## config.mk

```make
export PLATFORM = sky130hd
export DESIGN_NAME = float_mul
export DESIGN_NICKNAME = d
export VERILOG_FILES = /design/src/rtl/float_mul.sv
export SDC_FILE = /design/constraint.sdc
export NUM_CORES = 2
export LEC_CHECK = 0
export ABC_CLOCK_PERIOD_IN_PS = 8050
export BUFFER_PORTS_ARGS = -buffer_cell sky130_fd_sc_hd__buf_2
export CAP_MARGIN = 10
export CELL_PAD_IN_SITES_DETAIL_PLACEMENT = 0
export CELL_PAD_IN_SITES_GLOBAL_PLACEMENT = 2
export CORE_MARGIN = 4
export CORE_UTILIZATION = 37
export DETAILED_ROUTE_END_ITERATION = 10
export PLACE_DENSITY = 0.81
export RECOVER_POWER = 50
export SLEW_MARGIN = 25
export SYNTH_ARGS = -nofsm -noshare
export SYNTH_HDL_FRONTEND = slang
export SYNTH_SLANG_ARGS = --single-unit
```

## constraint.sdc

```tcl
create_clock -name clk -period 8.05 [get_ports clk]
set_clock_uncertainty 0.2 [all_clocks]
set_input_delay 1.61 -clock clk [delete_from_list [all_inputs] [get_ports clk]]
set_output_delay 1.61 -clock clk [all_outputs]
set_load 0.01 [all_outputs]
```

## src/rtl/float_mul.sv

```systemverilog
// float_mul: 2-stage pipelined IEEE-754 single-precision multiplier, flush-to-zero on denormals.
// FLOAT_MUL_ROUND_EN selects round-to-nearest-even; without it the mantissa is truncated.
module float_mul #(
    parameter int float_width      = 32,
    parameter int float_exp_width  = 8,
    parameter int float_mant_width = 23
) (
    input  logic                   clk,
    input  logic                   rst,
    input  logic                   in_valid,
    input  logic [float_width-1:0] a,
    input  logic [float_width-1:0] b,
    output logic                   out_valid,
    output logic [float_width-1:0] out
);
    localparam int ew = float_exp_width;
    localparam int mw = float_mant_width;
    localparam int pw = 2 * (mw + 1);
    localparam logic [ew-1:0] exp_max = '1;
    localparam logic signed [ew+1:0] bias = (ew+2)'(2**(ew-1) - 1);
`ifdef FLOAT_MUL_ROUND_EN
    localparam int kw = pw;
`else
    // truncation only needs the leading bit plus two mantissa alignments
    localparam int kw = mw + 2;
`endif

    logic [ew-1:0] ea, eb;
    logic [mw-1:0] ma, mb;
    logic a_max, b_max, a_zero, b_zero;
    assign ea = a[mw +: ew];
    assign eb = b[mw +: ew];
    assign ma = a[mw-1:0];
    assign mb = b[mw-1:0];
    assign a_max = ea == exp_max;
    assign b_max = eb == exp_max;
    assign a_zero = ea == '0;
    assign b_zero = eb == '0;

    logic s1_valid, s1_sign, s1_nan, s1_inf, s1_zero;
    logic signed [ew+1:0] s1_exp;
    logic [kw-1:0] s1_prod;

    always_ff @(posedge clk) begin
        s1_valid <= rst ? 1'b0 : in_valid;
        s1_sign  <= a[float_width-1] ^ b[float_width-1];
        s1_exp   <= $signed({2'b0, ea}) + $signed({2'b0, eb}) - bias;
        s1_prod  <= kw'((pw'({1'b1, ma}) * pw'({1'b1, mb})) >> (pw - kw));
        s1_nan   <= (a_max & |ma) | (b_max & |mb) | (a_max & b_zero) | (b_max & a_zero);
        s1_inf   <= a_max | b_max;
        s1_zero  <= a_zero | b_zero;
    end

    logic norm;
    logic [mw-1:0] mant;
    logic [mw:0] mant_r;
    logic signed [ew+1:0] exp_f;
    logic [float_width-1:0] res;

    always_comb begin
        norm = s1_prod[kw-1];
        mant = norm ? s1_prod[kw-2 -: mw] : s1_prod[kw-3 -: mw];
`ifdef FLOAT_MUL_ROUND_EN
        // guard is the first dropped bit, sticky ORs everything below it
        mant_r = {1'b0, mant} + (mw+1)'((norm ? s1_prod[kw-2-mw] : s1_prod[kw-3-mw])
            & ((norm ? |s1_prod[kw-3-mw:0] : |s1_prod[kw-4-mw:0]) | mant[0]));
`else
        mant_r = {1'b0, mant};
`endif
        exp_f = s1_exp + $signed((ew+2)'(norm)) + $signed((ew+2)'(mant_r[mw]));
        res = s1_nan ? {1'b0, exp_max, 1'b1, {(mw-1){1'b0}}}
            : s1_inf ? {s1_sign, exp_max, {mw{1'b0}}}
            : s1_zero | (int'(exp_f) <= 0) ? {s1_sign, {(float_width-1){1'b0}}}
            : int'(exp_f) >= 2**ew - 1 ? {s1_sign, exp_max, {mw{1'b0}}}
            : {s1_sign, exp_f[ew-1:0], mant_r[mw-1:0]};
    end

    always_ff @(posedge clk) begin
        out_valid <= rst ? 1'b0 : s1_valid;
        out       <= rst ? '0 : s1_valid ? res : out;
    end
endmodule

```

==> Word level (Yosys, flattened, before mapping) <==
Cells that the tools add are included.
{ "op_classes": {"addsub": 3, "multipliers": 1, "order_cmp": 2, "eq_ne": 2, "mux": 5, "n_bitwise": 11, "reduce_logical": 4} }
{ "op_table": {"columns": ["cell", "count"], "rows": [
  ["2-to-1 mux 31 bit", 3],
  ["multiplier 24 x 24 -> 48 bit", 1],
  ["OR reduction 23 bit", 2],
  ["2-to-1 mux 32 bit", 1],
  ["2-to-1 mux 23 bit", 1],
  ["equality test 8 bit (second input constant)", 2],
  ["logical NOT 8 bit", 2],
  ["adder 10 x 2 -> 10 bit", 1],
  [">= comparator 10 x 9 -> 1 bit (second input constant)", 1],
  ["<= comparator 10 x 1 -> 1 bit (second input constant)", 1],
  ["subtractor 9 x 7 -> 10 bit (second input constant)", 1],
  ["adder 8 x 8 -> 9 bit", 1],
  ["bitwise OR 1 bit", 6],
  ["bitwise AND 1 bit", 4],
  ["bitwise XOR 1 bit", 1]
]} }
{ "word_totals": {"reg_bits": 73, "input_bits": 67, "out_inout_bits": 33, "elab_cells": 37} }

==> Depth between registers and ports, before layout <==
{ "logic_depth": {"word_depth": 6, "ltp_mapped": 27, "depth_no_buf": 24} }

==> Worst setup path before layout <==
Ideal clock, no wire load.
{ "synth_path": {"path_kind": "input to register", "startpoint": "input b[12]", "endpoint": "register s1_prod[18]", "setup_ns": 0.120, "arrival_ns": 7.651, "t_required_ns": 7.730, "setup_slack_ns": 0.079, "cell_stages": 23, "n_path_buf": 2, "cell_sequence": "clkbuf_1 -> clkbuf_1 -> nand2_1 -> fa_1 -> inv_1 -> fa_1 -> inv_1 -> fa_1 -> fa_1 -> inv_1 -> fa_1 -> fa_1 -> inv_1 -> fa_1 -> inv_1 -> ha_1 -> a21o_1 -> a21o_1 -> a2111oi_4 -> o2111ai_1 -> a311oi_2 -> o21ai_0 -> xnor2_1"} }
{ "synth_via": {"elab_chain_cells": 1} }
{ "synth_rtl": {"columns": ["element", "line", "text"], "rows": [
  ["start, declared", "12", "input logic [float_width-1:0] b,"],
  ["multiplier 24 x 24 -> 48 bit", "48", "s1_prod <= kw'((pw'({1'b1, ma}) * pw'({1'b1, mb})) >> (pw - kw));"],
  ["end signal, assigned", "48", null],
  ["end, declared", "42", "logic [kw-1:0] s1_prod;"]
]} }
No other way between the ends.
A chain may end at the register's enable or synchronous reset.

==> Final worst setup path <==
{ "layout_path": {"startpoint": "input b[0]", "endpoint": "register s1_prod[19]"} }
Same word-level chain as after synthesis.

==> key figures <==
Floorplan
  • Die area: 61800 µm²
  • Die height: ~250 µm
  • Row count: between 80 and 90
  • Initial Util: 0.377
  • Die W: ~250 µm
  • Core ar.: ~57000 µm²
  • Ports: 100

Critical path
  • CP Class: in -> reg
  • Crit-path most repeated cell: fa_1
  • Element type at the critical path end: register
  • Critical Path, Cell by Cell: clkbuf_4 > buf_4 > and2_1 > fa_1 > fa_1 > inv_1 > fa_2 > fa_1 > inv_1 > fa_1 > fa_1 > inv_1 > fa_1 > inv_1 > ha_2 > a21o_1 > a311o_1 > a311oi_2 > o31ai_1 > buf_4 > o21ai_4 > nand3_4 > a211oi_2 > xnor2_1
  • Worst-path fanout max: 7
  • Worst path max stage delay: 550 ps
  • Worst EP arrival: approximately 8000 ps
  • Cell family with most CP delay: adder cells
  • Critical path required time: between 8000 and 9000 ps
  • Crit path buf inv count: 7
  • CP startpoint kind: input pin
  • Worst path slowest cell: fa_1

Worst hold path
  • Hold Path Class: reg -> reg

Synth
  • EDFF count, synth: 0
  • Top cells by count, synth: inv_1, fa_1, nand2_1
  • Mapped Area: approximately 21000 µm²
  • Cells after synthesis: ~2400
  • Seq/Total Area, Yosys: 0.0682
  • Top_reg_cell synth: dfxtp_1
  • Avg Synthesized Cell Area: ~8.9 µm²
  • Post-synth top area share: 0.451
  • Top-count cell post-synth: inv_1
  • Post-synth ARST share: 0
  • FF+latch count, synth: 73
  • Synth area leaders: fa_1, ha_1, inv_1, and2_1, dfxtp_1
  • Ys Warns: 0
  • Area leader, netlist: fa_1
  • Post-synth net total: approximately 3100
  • Synth unique cells: 58

Detailed routing
  • Vias per cell: ~4.8
  • Via count: between 15000 and 20000
  • DRC errors left: 0
  • TritonRoute pass-1 iters: 5
  • Post-DR wirelength/cell: 18.9 µm
  • Initial DRC Count: around 900
  • Routed WL: 64.2 mm
  • Antenna Nets Post-Route: 0

Finish
  • Final #Nets: 3372
  • Area Growth Syn to Fin: 16.9%
  • Share of post-route cells with drive strength above 1: 0.145
  • Final core occ: 0.440

Clock network
  • Root Buffer: clkbuf_16
  • CTS buffer count: 9
  • Clock-pin slew of the registers on the worst-case setup and hold paths: 60 ps
  • Worst-Skew Late Latency: around 320 ps
  • Clk sinks: between 70 and 80
  • Clk buf depth: 2
  • CTS Hold Bufs: 0
  • Htree depth: 3
  • CTS tree: done

Place
  • # port buffers: 99
  • GPL Wtd Cong: roughly 0.9
  • Post-DP HPWL: around 56 mm

Flow run
  • Max_cap viols: 0

Timing
  • Final Hold Fails: 0
  • Least-Margin Pin Slew: approximately 1300 ps
  • Period Utilization, post-route: 0.977
  • Tmin final: 7860 ps
  • Slew headroom: 0.143
  • Fmax: between 100 and 150 MHz
  • Setup-failing EPs final: 0
  • Fin. max-slew vios: 0

Global routing
  • Initial antenna violation count: 2
  • Gr usage total: 0.208
  • Largest net degree at the start of global routing: 37
  • Gr ovfl total: 0
  • Number of global-route vias before repair: approximately 18000
  • First-pass GRT wire length: between 100 and 150 mm

Outcome
  • Outcome: finished, final reports clean
==> cell type report <==
type	instances	area (µm²)
Timing Repair Buffer	336	2570
Sequential cell	73	1460
Inverter	586	2210
Fill cell	5635	31800
Clock inverter	6	67.6
Clock buffer	10	229
Antenna cell	1	2.50
Tap cell	756	946
Multi-Input combinational cell	1631	17500
==> final timing paths <==
kind              slack, ps         from  depth (start not counted)           to
setup / recovery        190         b[0]                         24  s1_prod[19]
hold / removal          270      out[31]                          2      out[31]
setup reg to reg       4150  s1_prod[24]                         11      out[20]
hold reg to reg         270      out[31]                          2      out[31]
==> cell usage in the layout, fill, tap and decap left out, types with 20 or more instances in the layout <==
master      n
a21o_1     20
a21oi_1    65
and2_1    238
buf_2      38
buf_4     213
clkbuf_1   40
dfxtp_1    73
fa_1      475
ha_1      179
inv_1     581
mux2_2     22
nand2_1   286
nand4_1    21
nor2_1     86
nor2b_1    28
o21ai_0    21
xnor2_1    28
==> repair_timing <==
action	4_1_cts	5_1_grt
pin swaps	0	42
gates resized for setup	3	95
endpoints found under the hold margin	0	0
setup endpoints to repair	10	19
setup buffers	0	5
==> kinds of logic after synthesis <==
logic type | count (synthesis) | synth area share
XOR/XNOR | 44 | 0.0180
AND/OR/NAND/NOR | 720 | 0.166
adder cells (fa/ha/maj) | 668 | 0.559
buffers and inverters | 695 | 0.122
multiplexers | 23 | 0.0120
AO/OA/AOI/OAI | 176 | 0.0538
flip-flops | 73 | 0.0682
==> through the flow <==
step | worst slack, ps | hold slack [ps] | area (µm²) | instances | setup TNS [ps]
final | 187 | 272 | 25000 | 3399 | 0
after global routing | -69.9 | 317 | 25000 | 3398 | -119
after CTS | 28.6 | 273 | 24700 | 3393 | 0
after detailed placement | -398 | 265 | 24400 | 3377 | -6020
after global placement | -355 | 254 | 24400 | 3377 | -5020
after floorplan | 79.2 | 246 | 21400 | 2399 | 0
==> sequential cells by signal (all words and copies together) (netlist names) <==
signal / cells
s1_exp: 10
out: 32
s1_valid: 1
s1_prod: 25
out_valid: 1
s1_nan: 1
s1_sign: 1
s1_zero: 1
s1_inf: 1
==> layer usage <==
layer / wire, µm / part of all wire / global-route usage
met1: 30100 / 0.47 / 0.298
met2: 28800 / 0.45 / 0.332
met3: 3720 / 0.058 / 0.0332
met4: 1630 / 0.025 / 0.0506
met5: 13 / 0.00020 / 0
==> tightest hold or removal path, delay by kind of cell, from the launching register on <==
kind | cells | cell delay, ps
flops | 1 | 310
simple gates | 1 | 60
compound gates | 1 | 50
Power is not shown: default switching activity piles up to over one toggle a cycle in this logic, so the estimate is an artifact.
